<file path="src/rtl/bit_serializer.sv">
// bit_serializer
//   Parallel-to-serial converter feeding the downstream even/majority-ones
//   detector. Words arrive over a valid/ready handshake and leave one bit per
//   clk on ser_out. A frame is WIDTH data bits, optionally followed by one
//   even-parity bit. A frame may be followed by GAP_CYCLES idle cycles.
//
//   Optional feature: define EVEN_PARITY_EN to append an even-parity bit
//   (XOR of the word) after the data bits. The frame then becomes WIDTH+1
//   bits long, and word_done falls on the parity cycle.
//
// Ports
//   clk        clock, all state on the rising edge
//   rst        asynchronous, active-high reset
//   in_data    parallel word, sampled only on accept
//   in_valid   in_data valid
//   in_ready   block can accept this cycle (combinational)
//   ser_out    serial bit (registered); IDLE_LEVEL when ser_valid=0
//   ser_valid  ser_out carries a frame bit (registered)
//   word_done  high while the last frame bit is on ser_out
//   busy       FSM not in IDLE
module bit_serializer #(
   parameter int WIDTH      = 8,
   parameter int MSB_FIRST  = 1,
   parameter bit IDLE_LEVEL = 1'b0,
   parameter int GAP_CYCLES = 1
) (
   input  logic             clk,
   input  logic             rst,
   input  logic [WIDTH-1:0] in_data,
   input  logic             in_valid,
   output logic             in_ready,
   output logic             ser_out,
   output logic             ser_valid,
   output logic             word_done,
   output logic             busy
);

   // Bit counter holds 0..WIDTH; gap counter holds 0..GAP_CYCLES (min 1 bit).
   localparam int CW = $clog2(WIDTH + 2);
   localparam int GW = (GAP_CYCLES > 0) ? $clog2(GAP_CYCLES + 1) : 1;
   localparam logic [CW-1:0] LAST_BIT = CW'(WIDTH);
   localparam logic [GW-1:0] LAST_GAP = GW'(GAP_CYCLES);

   if (WIDTH < 2 || WIDTH > 32) begin : g_bad_width
      $error("bit_serializer: WIDTH must be in 2..32");
   end
   if (GAP_CYCLES < 0 || GAP_CYCLES > 255) begin : g_bad_gap
      $error("bit_serializer: GAP_CYCLES must be in 0..255");
   end
   if (MSB_FIRST != 0 && MSB_FIRST != 1) begin : g_bad_order
      $error("bit_serializer: MSB_FIRST must be 0 or 1");
   end

`ifdef EVEN_PARITY_EN
   typedef enum logic [1:0] {IDLE, SHIFT, PARITY, GAP} state_t;
`else
   typedef enum logic [1:0] {IDLE, SHIFT, GAP} state_t;
`endif

   state_t           state_q, state_d;
   logic [WIDTH-1:0] sr_q, sr_d;
   logic [CW-1:0]    bit_cnt_q, bit_cnt_d;
   logic [GW-1:0]    gap_cnt_q, gap_cnt_d;
   logic             ser_out_q, ser_out_d;
   logic             ser_valid_q, ser_valid_d;
`ifdef EVEN_PARITY_EN
   logic             par_q, par_d;
`endif

   logic last_bit;
   logic accept;
   logic ld;    // load a new word this cycle
   logic fin;   // last frame bit is leaving ser_out this cycle

   // Bit that goes out next, and the register after it has been consumed.
   function automatic logic head(input logic [WIDTH-1:0] w);
      return (MSB_FIRST != 0) ? w[WIDTH-1] : w[0];
   endfunction

   function automatic logic [WIDTH-1:0] advance(input logic [WIDTH-1:0] w);
      return (MSB_FIRST != 0) ? {w[WIDTH-2:0], 1'b0} : {1'b0, w[WIDTH-1:1]};
   endfunction

`ifdef EVEN_PARITY_EN
   assign last_bit = (state_q == PARITY);
`else
   assign last_bit = (state_q == SHIFT) && (bit_cnt_q == LAST_BIT);
`endif

   // With no gap, a new word may be taken on the edge that retires the last
   // bit, so frames run back-to-back without a ser_valid bubble.
   assign in_ready  = (state_q == IDLE) | ((GAP_CYCLES == 0) & last_bit);
   assign accept    = in_valid & in_ready;
   assign ser_out   = ser_out_q;
   assign ser_valid = ser_valid_q;
   assign word_done = ser_valid_q & last_bit;
   assign busy      = (state_q != IDLE);

   // Next-state and next-output logic. Outputs are registered, so every
   // *_d value describes what appears on the pins in the following cycle.
   always_comb begin
      state_d     = state_q;
      sr_d        = sr_q;
      bit_cnt_d   = bit_cnt_q;
      gap_cnt_d   = gap_cnt_q;
      ser_out_d   = IDLE_LEVEL;
      ser_valid_d = 1'b0;
`ifdef EVEN_PARITY_EN
      par_d       = par_q;
`endif
      ld          = 1'b0;
      fin         = 1'b0;

      case (state_q)
         IDLE: ld = accept;
         SHIFT: begin
            if (bit_cnt_q != LAST_BIT) begin
               ser_out_d   = head(sr_q);
               ser_valid_d = 1'b1;
               sr_d        = advance(sr_q);
               bit_cnt_d   = bit_cnt_q + CW'(1);
            end else begin
`ifdef EVEN_PARITY_EN
               state_d     = PARITY;
               ser_out_d   = par_q;
               ser_valid_d = 1'b1;
`else
               fin = 1'b1;
`endif
            end
         end
`ifdef EVEN_PARITY_EN
         PARITY: fin = 1'b1;
`endif
         GAP: begin
            if (gap_cnt_q == LAST_GAP) begin
               state_d   = IDLE;
               gap_cnt_d = '0;
            end else begin
               gap_cnt_d = gap_cnt_q + GW'(1);
            end
         end
         default: state_d = IDLE;
      endcase

      // Frame exit: into the gap if there is one, else straight to the next
      // word (only possible when GAP_CYCLES==0, since in_ready needs it).
      if (fin) begin
         bit_cnt_d = '0;
         if (GAP_CYCLES > 0) begin
            state_d   = GAP;
            gap_cnt_d = GW'(1);
         end else begin
            state_d = IDLE;
            ld      = accept;
         end
      end

      if (ld) begin
         state_d     = SHIFT;
         ser_out_d   = head(in_data);
         ser_valid_d = 1'b1;
         sr_d        = advance(in_data);
         bit_cnt_d   = CW'(1);
`ifdef EVEN_PARITY_EN
         par_d       = ^in_data;
`endif
      end
   end

   always_ff @(posedge clk or posedge rst) begin
      if (rst) begin
         state_q     <= IDLE;
         sr_q        <= '0;
         bit_cnt_q   <= '0;
         gap_cnt_q   <= '0;
         ser_out_q   <= IDLE_LEVEL;
         ser_valid_q <= 1'b0;
`ifdef EVEN_PARITY_EN
         par_q       <= 1'b0;
`endif
      end else begin
         state_q     <= state_d;
         sr_q        <= sr_d;
         bit_cnt_q   <= bit_cnt_d;
         gap_cnt_q   <= gap_cnt_d;
         ser_out_q   <= ser_out_d;
         ser_valid_q <= ser_valid_d;
`ifdef EVEN_PARITY_EN
         par_q       <= par_d;
`endif
      end
   end

endmodule

</file>
<file path="config.mk">
export PLATFORM = sky130hd
export DESIGN_NAME = bit_serializer
export DESIGN_NICKNAME = d
export VERILOG_FILES = /design/src/rtl/bit_serializer.sv
export SDC_FILE = /design/constraint.sdc
export NUM_CORES = 1
export LEC_CHECK = 0
export CAP_MARGIN = 20
export CORE_MARGIN = 2
export CORE_UTILIZATION = 40
export CTS_CLUSTER_SIZE = 40
export DETAILED_ROUTE_END_ITERATION = 10
export GPL_TIMING_DRIVEN = 0
export PLACE_DENSITY = 0.75
export SYNTH_ARGS = -nofsm -noshare
export SYNTH_HDL_FRONTEND = slang
export SYNTH_SLANG_ARGS = --single-unit
</file>
<file path="constraint.sdc">
create_clock -name clk -period 1.76 [get_ports clk]
set_input_delay 0.176 -clock clk [delete_from_list [all_inputs] [get_ports clk]]
set_output_delay 0.176 -clock clk [all_outputs]
set_load 0.005 [all_outputs]
</file>
==> results.txt <==
The data required time of the critical path came out at 1.58 ns. After clock tree synthesis, the clock-pin slew on the worst setup and hold paths is 0.09 ns. The part of the Yosys area used for sequential elements is 52.7%. Once placement finished, the instance area stood at 941 um2.

The routed wire length is 1500 um. The maximum number of pins on one net before global-route repair came out at 17. In this run the remaining antenna-violating nets after routing total 0. In the post-synthesis netlist, the cell with the most instances is dfrtp_1. The number of standard cells after synthesis is 68.

The hold slack is 0.258 ns. The global router's overall resource usage is 16.7%. The shortest clock period the worst path allows after layout is 1.64 ns. The die area came out at 2260 um2. The worst setup slack for register-to-register paths is 0.19 ns. The synthesized area came out at 759 um2. The die is 47.6 um wide. For this design, the sink count on the clock tree is 16. The number of synthesized register bits came out at 16.

The number of levels the H-tree was split into is 1. The post-route clock period utilization came out at 93.1%. The worst flop-to-flop path endpoint is sr_q[4]$_DFFE_PP0P_.

At the placement stage, the worst setup path has a slack of -0.00304 ns. The max-slew violation count was 0. The power per standard cell area is 1520 nW/um2. The number of hold violations in the final report is 0. For this run, the number of Yosys warnings is 0. Along the worst path, the maximum fanout reaches 10.

The global-route wire length before repair came out at 2590 um. The final core utilization came out at 57.3%. The number of diodes added for antenna fixing came out at 0. The placement row count came out at 15. In this run the critical register-to-register path is launched from state_q[0]$_DFFE_PP0P_. The reported leakage power is 0.473 nW. The count of cell types in the netlist came out at 29.

The worst setup path is of the reg -> out kind. STA classifies the critical path endpoint as a primary output. The type of the worst min-delay path is in -> async. Counting the fill cells in the layout gives 167.

The nature of the critical path startpoint is a flip-flop. The slowest cell on the critical path is dfrtp_1. The via count of the first global-routing pass came out at 600. The post-synthesis to final-layout area growth came out at 33.1%. The post-detailed-route via-to-cell ratio is 5.37.

Routability-driven placement finished with a final weighted congestion of 0.712. After floorplanning, the core was sized to cover 1760 um2. Across all setup checks in the final design, the least slack found is 0.121 ns.

The number of buffers on the longest clock path came out at 2. VDD sags by at most 0.664 mV. Data arrives at the worst endpoint at 1.46 ns.

The finished cells cover 1010 um2. The number of nets in the layout came out at 105. Based on the critical path, the design can be clocked at up to 610 MHz.

After synthesis, the most frequently instantiated cells are 16 x dfrtp_1, 6 x a221o_1, 6 x and3_1, 6 x inv_1, 4 x nand2_1. The total number of vias is 617. The worst clock skew on the final layout came out at 0.00269 ns.

The total of endpoints with negative setup slack in the final report came out at 0. The critical path goes through inv_1, ha_1, nand3b_1, buf_6, nor2_2, clkdlybuf4s15_1. On the worst path, the slowest cell contributes a delay of 0.40 ns. For the worst-skew pair, the clock arrives at the later sink with an insertion delay of 0.28 ns. The post-synthesis average cell area is 11.2 um2. The post-synthesis net count is 81. 16 I/O pins were placed. The share of cells above drive strength 1 came out at 20.0%. The tool flagged a number of max-cap violations equal to 0. For this run, asynchronously set or reset flops after synthesis account for 100%. The root buffer cell chosen for the clock tree is clkbuf_4. In the synthesized netlist the dominant register cell turns out to be dfrtp_1. By area the synthesized netlist is led by dfrtp_1 53%, a221o_1 7.9%, and3_1 4.9%. For this run, design rule violations remaining after detail routing come to 0. TritonCTS built the clock tree. The CTS buffer count came out at 3. The top cell type by total area after synthesis is dfrtp_1.

Once detailed placement completed, the half-perimeter wirelength came to 1020 um. The effective utilization at floorplan came out at 43.0%. The number of antenna violations at the first check in global routing came out at 0. The aggregate global routing overflow is 0. The share of synthesized area in the top cell type comes to 52.7%. The flow ran to the end, and the final reports show no timing, DRC or antenna violations. In this run, synthesis inferred 0 flip-flops with an integrated enable. The transition time at the pin with the least slew margin is 0.615 ns.

The total iterations of the first detailed-routing run came out at 4. The depth of the worst register-to-register path is 4. In this run, the number of DRC markers left after iteration 0 of detailed routing was 8.

In this run the tool buffered the top-level ports with 15 buffer cells. From bottom edge to top edge, the die measures 47.6 um. The relative slew slack came out at 58.9%. The average detailed-routed wire length per instance is 13.0 um.
per-layer routing:
layer / wire, um / GRT usage, % / vias to the layer above
met5: 0 / 0 / -
met4: 37 / 10.3 / 0
met3: 86 / 3.40 / 4
met2: 707 / 26.5 / 19
met1: 664 / 21.0 / 305
li1: - / - / 289
cell type report:
type                       instances  area [um2]  area share (%)
tap                               25        31.3            3.09
inverter                           6        22.5            2.23
sequential                        16         403            39.9
buffer                             2        22.5            2.23
clock buffer                       3        22.5            2.23
timing repair buffer              19         180            17.8
multi-input combinational         44         329            32.5
logic make-up (layout without fill, tap and decap cells):
family,count (synthesis),count (layout),synth area share [%]
AOI/OAI and AO/OA,18,18,18.9
xor gates and xnor gates,1,1,1.15
adders and majority gates,2,2,3.29
buffers and inverters,8,30,4.61
DFF,16,16,52.7
and+or+nand+nor,23,23,19.3
worst max path at each step:
stage	from	end	slack (ns)
detailed placement	bit_cnt_q[0]$_DFFE_PP0P_	word_done	-0.003
floorplan	bit_cnt_q[0]$_DFFE_PP0P_	sr_q[7]$_DFFE_PP0P_	0.36
CTS	state_q[0]$_DFFE_PP0P_	in_ready	0.08
global route	state_q[1]$_DFFE_PP0P_	word_done	-0.001
finish	bit_cnt_q[0]$_DFFE_PP0P_	word_done	0.12
global placement	bit_cnt_q[0]$_DFFE_PP0P_	word_done	0.02
timing repair:
item,CTS,global route
hold buffers,0,0
setup buffers,4,0
endpoints found under the setup margin,1,3
gates cloned,0,0
gates resized for setup,5,4
placed cells by master, fill, tap and decap left out, types with 3 or more instances in the layout:
master / n
a221o_1: 6
nand2_1: 4
dfrtp_1: 14
clkdlybuf4s50_1: 14
inv_1: 6
o21ai_0: 3
clkbuf_4: 3
buf_4: 4
and3_1: 6
worst max-delay path: cells and delay by family (launching register included):
family	cells	cell delay, ns
adders and majority gates	1	0.15
DFF	1	0.40
and+or+nand+nor	2	0.21
buffers and inverters	3	0.42
state kept, by name, indices dropped and copies added (netlist names):
| signal | cells |
|---|---|
| ser_out | 1 |
| state_q | 2 |
| ser_valid | 1 |
| gap_cnt_q | 1 |
| sr_q | 7 |
| bit_cnt_q | 4 |
stage by stage:
| step | power, mW | TNS [ns] | std cells |
|---|---|---|---|
| 3_5_place_dp | 1.28 | -0.00304 | 108 |
| 3_3_place_gp | 1.26 | 0 | 108 |
| 4_1_cts | 1.53 | 0 | 115 |
| 6_report | 1.54 | 0 | 115 |
| 5_1_grt | 1.67 | -0.00119 | 115 |
| 2_1_floorplan | 1.07 | 0 | 68 |
where the power goes:
| part | internal [mW] | switching, mW | total (mW) |
|---|---|---|---|
| Combinational | 0.416 | 0.323 | 0.739 |
| Clock | 0.0793 | 0.106 | 0.186 |
| Sequential | 0.525 | 0.0914 | 0.616 |
| Total | 1.02 | 0.520 | 1.54 |
Power figures use the tool's default switching activity.
